File: config.mk
export PLATFORM = sky130hd
export DESIGN_NAME = systolic_pe
export DESIGN_NICKNAME = d
export VERILOG_FILES = /design/src/rtl/systolic_pe.sv
export SDC_FILE = /design/constraint.sdc
export NUM_CORES = 1
export LEC_CHECK = 0
export ABC_AREA = 0
export BUFFER_PORTS_ARGS = -buffer_cell sky130_fd_sc_hd__buf_2
export CAP_MARGIN = 25
export CORE_UTILIZATION = 40
export CTS_CLUSTER_DIAMETER = 30
export DETAILED_ROUTE_END_ITERATION = 16
export GPL_ROUTABILITY_DRIVEN = 0
export PLACE_DENSITY = 0.63
export RECOVER_POWER = 50
export SLEW_MARGIN = 20
export SYNTH_ARGS = -nofsm -noshare
export SYNTH_HDL_FRONTEND = slang
export SYNTH_SLANG_ARGS = --single-unit
File: constraint.sdc
create_clock -name clk -period 4.9 [get_ports clk]
set_input_delay 0.49 -clock clk [delete_from_list [all_inputs] [get_ports clk]]
set_output_delay 0.49 -clock clk [all_outputs]
set_load 0.005 [all_outputs]
File: src/rtl/systolic_pe.sv
// Processing element for the systolic matrix-multiply array: a pipelined multiplier feeding
// either a weight-stationary partial-sum chain or a local output-stationary accumulator.
module systolic_pe #(
  parameter int IFMAP_BITWIDTH = 16,
  parameter int W_BITWIDTH     = 8,
  parameter int OFMAP_BITWIDTH = 32,  // must be >= IFMAP_BITWIDTH + W_BITWIDTH
  parameter int SIGNED         = 1,
  parameter int SATURATE       = 1
) (
  input  logic                      clk,
  input  logic                      rstn,
  input  logic                      mode,
  input  logic                      I_valid,
  input  logic [IFMAP_BITWIDTH-1:0] I_in,
  output logic                      I_valid_out,
  output logic [IFMAP_BITWIDTH-1:0] I_out,
  input  logic                      W_valid,
  input  logic [W_BITWIDTH-1:0]     W_in,
  output logic                      W_valid_out,
  output logic [W_BITWIDTH-1:0]     W_out,
  input  logic                      W_swap,
  input  logic                      P_valid_in,
  input  logic [OFMAP_BITWIDTH-1:0] P_in,
  output logic                      P_valid_out,
  output logic [OFMAP_BITWIDTH-1:0] P_out,
  input  logic                      acc_clear,
  input  logic                      drain,
  output logic                      ovf
);

  localparam int   PW  = IFMAP_BITWIDTH + W_BITWIDTH;
  localparam int   OW  = OFMAP_BITWIDTH;
  localparam logic SGN = (SIGNED != 0);
  localparam logic SAT = (SATURATE != 0);

  localparam logic [1:0] S_IDLE      = 2'd0;
  localparam logic [1:0] S_ACC       = 2'd1;
  localparam logic [1:0] S_DRAIN_OWN = 2'd2;
  localparam logic [1:0] S_DRAIN_FWD = 2'd3;

  logic [W_BITWIDTH-1:0] w_shadow;
  logic [W_BITWIDTH-1:0] w_act;
  logic                  prod_v;
  logic [PW-1:0]         prod;
  logic [PW-1:0]         i_ext;
  logic [PW-1:0]         w_ext;
  logic [PW-1:0]         prod_calc;
  logic [OW-1:0]         acc;
  logic [OW:0]           prod_wide;
  logic [OW-1:0]         prod_ext;
  logic [OW:0]           ws_sum;
  logic [OW:0]           acc_sum;
  logic [1:0]            state;
  logic                  os_active;

  // Extends a product to OW+1 bits so the exact sum and its carry/sign fit.
  function automatic logic [OW:0] ext_p(input logic [PW-1:0] b);
    return {{(OW + 1 - PW){SGN & b[PW-1]}}, b};
  endfunction

  // Returns {overflow, result}: exact add, then clamp or wrap.
  function automatic logic [OW:0] sum_f(input logic [OW-1:0] a, input logic [PW-1:0] b);
    logic [OW:0]   s;
    logic          o;
    logic [OW-1:0] r;
    s = {SGN & a[OW-1], a} + ext_p(b);
    o = SGN ? (s[OW] != s[OW-1]) : s[OW];
    r = s[OW-1:0];
    if (SAT && o) begin
      if (!SGN)       r = '1;
      else if (s[OW]) r = {1'b1, {(OW - 1){1'b0}}};
      else            r = {1'b0, {(OW - 1){1'b1}}};
    end
    return {o, r};
  endfunction

  // NOTE: every always_comb output is assigned on every path, so no latch can be inferred.
  always_comb begin
    i_ext     = {{W_BITWIDTH{SGN & I_in[IFMAP_BITWIDTH-1]}}, I_in};
    w_ext     = {{IFMAP_BITWIDTH{SGN & w_act[W_BITWIDTH-1]}}, w_act};
    prod_calc = i_ext * w_ext;
    prod_wide = ext_p(prod);
    prod_ext  = prod_wide[OW-1:0];
    ws_sum    = sum_f(P_in, prod);
    acc_sum   = sum_f(acc, prod);
    os_active = (state != S_IDLE) || mode;
  end

  // NOTE: sequential state uses non-blocking assignments so every register samples pre-edge values;
  // this is what lets a same-cycle W_valid + W_swap hand the old shadow to w_act.
  always_ff @(posedge clk) begin
    if (!rstn) begin
      I_valid_out <= 1'b0;
      I_out       <= '0;
      W_valid_out <= 1'b0;
      W_out       <= '0;
      w_shadow    <= '0;
      w_act       <= '0;
      prod_v      <= 1'b0;
      prod        <= '0;
    end else begin
      I_valid_out <= I_valid;
      I_out       <= I_in;
      W_valid_out <= W_valid;
      W_out       <= W_in;
      if (W_valid) w_shadow <= W_in;
      if (W_swap)  w_act    <= w_shadow;
      prod_v <= I_valid;
      if (I_valid) prod <= prod_calc;
    end
  end

  always_ff @(posedge clk) begin
    if (!rstn) begin
      P_valid_out <= 1'b0;
      P_out       <= '0;
      acc         <= '0;
      ovf         <= 1'b0;
      state       <= S_IDLE;
    end else begin
      if (!os_active) begin
        // Weight-stationary: add the product into the partial sum arriving from the north.
        P_valid_out <= prod_v;
        if (prod_v) begin
          P_out <= ws_sum[OW-1:0];
          if (ws_sum[OW]) ovf <= 1'b1;
        end
      end else begin
        P_valid_out <= 1'b0;
        case (state)
          S_IDLE, S_ACC: begin
            if (prod_v) begin
              acc <= acc_sum[OW-1:0];
              if (acc_sum[OW]) ovf <= 1'b1;
            end
            if (drain)       state <= S_DRAIN_OWN;
            else if (prod_v) state <= S_ACC;
          end
          S_DRAIN_OWN: begin
            // A product landing during the drain starts the next accumulation.
            P_out       <= acc;
            P_valid_out <= 1'b1;
            acc         <= prod_v ? prod_ext : '0;
            state       <= S_DRAIN_FWD;
          end
          default: begin
            P_out       <= P_in;
            P_valid_out <= P_valid_in;
            if (prod_v) begin
              acc <= acc_sum[OW-1:0];
              if (acc_sum[OW]) ovf <= 1'b1;
            end
            if (!drain) state <= S_IDLE;
          end
        endcase
      end
      // NOTE: the last non-blocking assignment in a block wins, so acc_clear overrides the updates above.
      if (acc_clear) begin
        acc <= (os_active && prod_v) ? prod_ext : '0;
        ovf <= 1'b0;
      end
    end
  end

endmodule

==> results.ini, run 1 <==
[synthesis]
synthSimpleGateAreaFrac_pct=19.0
syn_inst=1662
synthTopCellsByArea=dfxtp_1 (20%), fa_1 (15%), ha_1 (10%), a21oi_1 (6.3%), nand2_1 (5.5%)
yosysTopAreaCell=dfxtp_1
synth_edf_count=0
ys_ff_latch=134
synthMuxAreaShare_pct=2.73
synth_top_area_share_pct=19.7
yosysSeqAreaShare_pct=19.7
synth_top_flop_cell=dfxtp_1
ys.warnings.count=0
synth_compound_area_share_pct=21.6
synthDistinctLibCells=82
syn-num-nets=1941
synth_top_family_by_area=adder cells
synthXorXnorAreaFrac_pct=4.82
synthAdderAreaFrac_pct=25.4
async_reset_ff_share_pct=0
synth_area_per_cell_sq_um=8.20
synthesis.area_sq_mm=0.0136

[floorplan]
fp.dieH_microns=187
die_area_sq_mm=0.0348
start_util_pct=40.6
io_pins=125
die_w_microns=187
core_area_sq_mm=0.0335
rows=67

[finish]
layout-drive-gt1-share_pct=14.1
multi_input_comb_area_sq_mm=0.0102
fill_cells=3316
nNetsFinal=2065
regArea_sq_mm=0.00270
final_common_cell=nand2_1
final_cell_mix=nand2_1 (201), a21oi_1 (169), inv_1 (152)
areaGrowthSynthToFinish_pct=15.1

[worst_setup_path]
cp_max_fo=8
cp.depth=21
critPathArrivalTime_ns=5.08
crit_path_end_kind=register
max_stage_delay_ns=0.52
r2r_end=prod[22]
ff2ff_setup_slack_ns=0.17
required_ns=5.24
cpMostUsedCell=inv_1
path_delay_family=adder cells
slowest_stage=fa_1
rr_worst_depth=21
start_kind=register
crit_buf_inv=5
critical_path_class=register to register
worstPathCellList=buf_4 -> and2_1 -> ha_1 -> inv_1 -> fa_1 -> inv_1 -> fa_1 -> inv_1 -> fa_1 -> inv_1 -> ha_4 -> o21ai_2 -> o2bb2ai_2 -> a31oi_2 -> a41oi_2 -> a2111oi_4 -> a2111oi_4 -> nor2b_1 -> o21a_1 -> o2111ai_1 -> o311ai_1
worstReg2RegStart=w_act[0]

[placement]
port_buffers=124
hpwlAfterDp_microns=26300

[power]
total_power_w=0.00374
peakVddDrop_uv=238
power-per-cell-area_mw_per_mm2=238
leakage_nw=7.43

[global_route]
grtUsageTotal_pct=19.8
grt_max_degree=75
antenna_found_initial=1
grt_pass1_wl_microns=56500
grt_pass1_vias=11200
overflow=0

[routing]
wl_per_cell_microns=15.4
first_pass_iters=5
drc=0
routed_wl_microns=34600
vias=11900
vias_per_cell=5.30
drtIter0Drc=900
drt.antenna.violating_nets=0

[clock_network]
path_clk_slew_ns=0.07
h-tree-depth=4
cts_tree=yes
numCtsBuffers=17
cts_root_buffer=clkbuf_16
clock_path_buffers=2
clock_sinks=134
clock_latency_ns=0.44

[outcome]
outcome=finished, violations left
violations=max-capacitance violations, max-slew violations

[timing]
worstMarginPinSlew_ns=2.36
timing.final.crit_period_ns=4.73
timing.hold.ws_ns=0.268
final_hold_viol_count=0
setup_viol=0
finalClockSkew_ns=0.00926
drv_slew=97
timing.fmax_mhz=211
slew_headroom_pct=-57.5
min_period_over_period_pct=96.6

[worst_hold_path]
min_to=W_out[0]
hold_path_class=primary input to register
min_from=W_in[0]
min_path_cells=2

[flow_run]
drv_cap=2

-- report_power, final --
| part | internal, W | switching (W) | leakage [nW] | total [W] |
|---|---|---|---|---|
| clock | 0.000856 | 0.000548 | 0.297 | 0.00140 |
| combinational | 0.000458 | 0.000625 | 6.03 | 0.00108 |
| sequential | 0.00117 | 0.0000785 | 1.11 | 0.00125 |
-- synthesized netlist by cell type (21+ instances only) --
cell      count
inv_1       153
fa_1        105
and2_1      120
nand2b_1     21
nor2_1       58
xnor2_1      53
ha_1        109
a21oi_1     172
a21o_1       28
dfxtp_1     134
xor2_1       22
nor2b_1      44
clkbuf_1     61
o21ai_0      83
nand2_1     201
mux2i_1      36
a31oi_1      29
o211ai_1     31
-- layout make-up --
cell class,count,area share [%]
Inverter,153,3.66
Clock buffer,18,2.74
Tap cell,448,3.57
Clock inverter,14,1.28
Timing Repair Buffer,182,6.63
Antenna cell,1,0.0160
Sequential cell,134,17.2
Multi-Input combinational cell,1298,64.9
-- what timing repair did --
action,in CTS,in global routing
cloned,0,0
setup endpoints to repair,4,5
gates resized for setup,5,32
hold buffers,0,0
buffers inserted,0,1
pin swaps,0,10
-- per-stage QoR --
step / utilization (%) / cells / setup slack [ns] / setup TNS [ns] / cell area (sq um)
after floorplan: - / 1662 / 0.0568 / 0 / 13600
after global placement: 44.4 / 2213 / -0.0948 / -0.310 / 14900
after detailed placement: 44.5 / 2214 / -0.256 / -0.882 / 14900
after CTS: 46.4 / 2246 / 0.0578 / 0 / 15500
after global routing: 46.8 / 2247 / -0.0607 / -0.102 / 15700
final: 46.8 / 2248 / 0.165 / 0 / 15700
-- kinds of logic after synthesis --
group | count (synthesis)
fa+ha+maj | 214
flops | 134
mux | 37
simple gates | 517
compound gates | 455
buf+inv | 230
xor+xnor | 75
-- how the worst max path moves through the flow --
stage               startpoint  endpoint  slack (ns)
floorplan              I_in[8]  prod[22]        0.06
global placement       I_in[5]  prod[23]       -0.09
detailed placement     I_in[4]  prod[22]       -0.26
CTS                   w_act[5]  prod[22]        0.06
global route          w_act[0]  prod[22]       -0.06
finish                w_act[0]  prod[22]        0.17
-- per-layer routing --
metal | track usage [%] | vias to the layer above | share of wire (%)
li1 | - | 5921 | -
met1 | 28.0 | 5635 | 49
met2 | 31.0 | 328 | 44
met3 | 3.42 | 32 | 6.0
met4 | 4.98 | 0 | 1.3
met5 | 0 | - | 0
-- sequential cells by signal, indices dropped and copies added, names as in the netlist --
name	cells
I_out	16
P_out	32
P_valid_out	1
W_out	8
W_valid_out	1
acc	32
ovf	1
prod	24
prod_v	1
state	2
w_act	8
w_shadow	8
Power figures use the tool's default switching activity.
==> run 2, diff against run 1 <==
Settings changed: CORE_ASPECT_RATIO from default to 0.75.
==> run 2 against run 1 <==
Net effect: the run still ends with max-capacitance violations, max-slew violations left; critical endpoint unchanged; clock-buffer cell count is 1 lower; first-iteration DRC count is 2.8% lower; combinational power hardly changed; worst hold slack worse by 0.0023 ns; highest routed layer unchanged; clock skew is 0.0084 ns higher; critical path type unchanged; sequential power hardly changed; total power is 0.75% lower; fmax is 0.76% lower.
==> results.ini, run 2 (same netlist as run 1, synthesis figures left out) <==
[worst_hold_path]
min_to=W_out[6]
min_path_cells=2
hold_path_class=primary input to register
min_from=W_in[6]

[worst_setup_path]
cp_max_fo=6
critical_path_class=register to register
path_delay_family=adder cells
critPathArrivalTime_ns=5.07
ff2ff_setup_slack_ns=0.13
rr_worst_depth=20
crit_path_end_kind=register
max_stage_delay_ns=0.50
worstReg2RegStart=w_act[2]
worstPathCellList=buf_4 -> buf_4 -> and2_1 -> fa_1 -> ha_1 -> inv_1 -> fa_1 -> fa_1 -> inv_1 -> ha_1 -> nor2b_2 -> o21ai_2 -> a31oi_4 -> a41oi_2 -> a2111oi_4 -> a2111oi_4 -> nor2b_1 -> o21a_1 -> o2111ai_2 -> o311ai_1
start_kind=register
cpMostUsedCell=fa_1
slowest_stage=fa_1
r2r_end=prod[22]
crit_buf_inv=4
required_ns=5.20

[routing]
drc=0
routed_wl_microns=35800
drtIter0Drc=875
first_pass_iters=5
wl_per_cell_microns=15.9
vias=12100
drt.antenna.violating_nets=0
vias_per_cell=5.35

[floorplan]
rows=58
die_w_microns=215
start_util_pct=40.6
fp.dieH_microns=162
core_area_sq_mm=0.0335
io_pins=125
die_area_sq_mm=0.0348

[outcome]
violations=max-capacitance violations, max-slew violations
outcome=finished, violations left

[finish]
final_cell_mix=nand2_1 (201), a21oi_1 (168), inv_1 (149)
nNetsFinal=2076
layout-drive-gt1-share_pct=14.5
fill_cells=3318
final_common_cell=nand2_1
final_area_sq_mm=0.0158
regArea_sq_mm=0.00271
multi_input_comb_area_sq_mm=0.0102
diodes=0
top_regs=P_out x32, acc x32, prod x24
areaGrowthSynthToFinish_pct=15.7

[global_route]
grt_max_degree=79
grt_pass1_vias=11600
grt_pass1_wl_microns=58400
antenna_found_initial=0
overflow=0
grtUsageTotal_pct=20.6

[timing]
min_period_over_period_pct=97.4
worstMarginPinSlew_ns=2.33
finalClockSkew_ns=0.0177
grt_setup_unrepaired=yes
setup_viol=0
drv_slew=53
fin_setup_tns_ns=0
timing.final.crit_period_ns=4.77
timing.fmax_mhz=210
slew_headroom_pct=-55.3
final_hold_viol_count=0

[clock_network]
h-tree-depth=4
clock_latency_ns=0.44
cts_root_buffer=clkbuf_16
cts_tree=yes
clock_path_buffers=2
path_clk_slew_ns=0.07
numCtsBuffers=17
clock_sinks=134

[placement]
hpwlAfterDp_microns=27100
place_area_sq_mm=0.0150
port_buffers=124

[power]
power-per-cell-area_mw_per_mm2=235
leakage_nw=7.44
peakVddDrop_uv=252

[flow_run]
drv_cap=1

==> run 2: worst max-delay path by stage <==
stage          slack, ns  depth (start not counted)     start        to
3_5_place_dp       -0.36                         19   I_in[7]  prod[22]
2_1_floorplan       0.06                         18   I_in[8]  prod[22]
4_1_cts             0.03                         21  w_act[0]  prod[22]
5_1_grt            -0.05                         21  w_act[2]  prod[22]
6_report            0.13                         20  w_act[2]  prod[22]
3_3_place_gp       -0.19                         19   I_in[6]  prod[22]
==> run 2: area by class of cell <==
cell class / instances / share of cell area [%]
clock buffer: 17 / 2.70
clock inverter: 14 / 1.11
tap: 450 / 3.57
multi-input combinational: 1298 / 64.7
inverter: 153 / 3.66
sequential: 134 / 17.2
timing repair buffer: 193 / 7.04
==> run 2: report_power, final <==
group	internal (W)	switching, W	leakage, nW	total, W
Sequential	0.00117	0.0000763	1.11	0.00124
Clock	0.000802	0.000559	0.286	0.00136
Combinational	0.000463	0.000639	6.05	0.00110
==> run 2: metal layers <==
metal / wire length, microns / track usage (%) / share of wire, % / vias up
met5: 0 / 0 / 0 / -
met4: 520 / 5.45 / 1.5 / 0
met1: 17300 / 28.5 / 48 / 5823
li1: - / - / - / 5955
met3: 1420 / 2.75 / 3.9 / 30
met2: 16600 / 33.7 / 46 / 278
==> run 2: repair_timing <==
| action | 4_1_cts | 5_1_grt |
|---|---|---|
| cloned | 0 | 0 |
| resized for setup | 14 | 40 |
| hold buffers | 0 | 0 |
| pin swaps | 1 | 22 |
| setup buffers | 0 | 3 |
| setup endpoints to repair | 5 | 5 |
==> run 2: stage by stage <==
stage	setup WS, ns	power, W	std cells	utilization, %	hold WS, ns
finish	0.129	0.00371	2259	47.0	0.266
global route	-0.0464	0.00392	2259	47.0	0.256
CTS	0.0286	0.00372	2257	46.6	0.252
detailed placement	-0.360	0.00235	2226	44.7	0.460
global placement	-0.186	0.00233	2226	44.7	0.452
floorplan	0.0568	0.00203	1662	-	0.458
==> run 3, diff against run 2 <==
Settings changed: CORE_MARGIN from default to 2.
==> run 3 against run 2 <==
Net effect: the run still ends with max-capacitance violations, max-slew violations left; core utilization about the same; die area is 2.2% higher; design area is essentially flat; via count is 0.14% higher; critical endpoint is now prod[23]; largest cell class unchanged; highest routed layer unchanged.
==> results.ini, run 3 (same netlist as run 1, synthesis figures left out) <==
[clock_network]
numCtsBuffers=17
clock_sinks=134
h-tree-depth=4
ctsHoldBuffers=0
cts_root_buffer=clkbuf_16
path_clk_slew_ns=0.07
clock_path_buffers=2
cts_tree=yes
clock_latency_ns=0.45

[flow_run]
drv_cap=1

[floorplan]
fp.dieH_microns=164
start_util_pct=40.6
rows=58
die_w_microns=217
die_area_sq_mm=0.0356
io_pins=125
core_area_sq_mm=0.0335

[finish]
fill_cells=3311
final_cell_mix=nand2_1 (201), a21oi_1 (168), inv_1 (152)
areaGrowthSynthToFinish_pct=15.6
top_regs=P_out x32, acc x32, prod x24
layout-drive-gt1-share_pct=14.3
final_common_cell=nand2_1
nNetsFinal=2076

[power]
total_power_w=0.00370
p_sw_w=0.00130
p_clk_share_pct=36.6
switching_share_pct=35.2
leakage_nw=7.46
power.internal_w=0.00240
peakVddDrop_uv=255
comb_power_share_pct=29.8
seqPwrFrac_pct=33.6
power-per-cell-area_mw_per_mm2=235

[timing]
worstMarginPinSlew_ns=2.38
finalClockSkew_ns=0.0189
timing.fmax_mhz=211
timing.final.crit_period_ns=4.74
setup_ws_ns=0.155
min_period_over_period_pct=96.8
final_hold_viol_count=0
drv_slew=53
slew_headroom_pct=-58.5
setup_viol=0

[worst_hold_path]
min_from=W_in[6]
hold_path_class=primary input to register
min_path_cells=2

[worst_setup_path]
crit_path_end_kind=register
critical_path_class=register to register
cp_max_fo=8
critPathArrivalTime_ns=5.09
required_ns=5.24
rr_worst_depth=22
crit_start=w_act[0]
worstReg2RegStart=w_act[0]
start_kind=register

[global_route]
antenna_found_initial=1
grt_pass1_wl_microns=59700
grt_pass1_vias=11900
grtUsageTotal_pct=20.7
grt_max_degree=79
overflow=0

[placement]
place_ws_ns=-0.292
hpwlAfterDp_microns=27400
port_buffers=124

[routing]
first_pass_iters=5
vias=12100
drt.antenna.violating_nets=0
routed_wl_microns=35900
drc=0
wl_per_cell_microns=15.9
drtIter0Drc=754
vias_per_cell=5.35

[outcome]
outcome=finished, violations left
violations=max-capacitance violations, max-slew violations

## run 3: changes by cell type in the layout (fill, tap and decap cells not counted), moves of 3 or more
cell / before / now
and2_1: 117 / 120
and2_0: 3 / 0
inv_8: 0 / 3
clkbuf_1: 30 / 27
inv_1: 149 / 152
dfxtp_4: 7 / 4
buf_2: 94 / 98
## run 3: per-stage QoR
stage / std cells / TNS [ns] / cell area, sq um / util (%) / hold slack (ns)
after floorplan: 1662 / 0 / 13600 / - / 0.458
final: 2261 / 0 / 15700 / 47.0 / 0.251
after detailed placement: 2227 / -1.27 / 15000 / 44.7 / 0.460
after CTS: 2259 / -0.0237 / 15600 / 46.5 / 0.235
after global routing: 2261 / -0.123 / 15700 / 47.0 / 0.257
after global placement: 2227 / -0.679 / 15000 / 44.7 / 0.452
## run 3: timing repair
action,4_1_cts,5_1_grt
endpoints found under the setup margin,5,5
buffers inserted,0,1
cloned,0,0
pin swaps,0,12
gates resized for setup,7,33
## run 3: worst paths after layout
| path | slack (ns) | to |
|---|---|---|
| setup / recovery | 0.16 | prod[23] |
| hold / removal | 0.25 | W_out[6] |
| setup reg to reg | 0.16 | prod[23] |
| hold reg to reg | 0.47 | P_out[31] |
## run 3: area by class of cell
cell class	instances	area [sq um]	share of cell area, %
clock buffer	18	429	2.73
clock inverter	14	165	1.05
multi-input combinational	1298	10200	64.8
inverter	153	574	3.65
tap	450	563	3.58
timing repair buffer	193	1110	7.05
sequential	134	2700	17.2
antenna	1	2.50	0.0159
## run 3: layer usage
metal	GRT usage, %	wire length [microns]
met5	0	0
met4	6.44	660
met3	2.44	1280
met2	33.5	16700
met1	28.8	17300
## run 3: power groups by stage
stage / clock [W] / combinational [W] / sequential [W]
after floorplan: 0 / 0.000781 / 0.00125
after global placement: 0 / 0.00106 / 0.00127
after detailed placement: 0 / 0.00108 / 0.00127
after CTS: 0.00138 / 0.00109 / 0.00125
after global routing: 0.00143 / 0.00124 / 0.00125
final: 0.00135 / 0.00110 / 0.00124
## run 3: critical path: stages, from the launching register on
cell     delay [ns]
dfxtp_4        0.37
buf_6          0.14
and2_1         0.13
ha_1           0.28
inv_1          0.06
fa_1           0.51
inv_1          0.06
fa_1           0.52
inv_1          0.06
fa_1           0.49
inv_1          0.07
ha_4           0.21
buf_4          0.15
a21oi_1        0.20
and3_4         0.23
a21oi_2        0.08
o21ai_2        0.19
a21oi_2        0.09
a21o_1         0.18
a21o_1         0.19
a21oi_2        0.16
nor3_1         0.06
nor4b_1        0.22
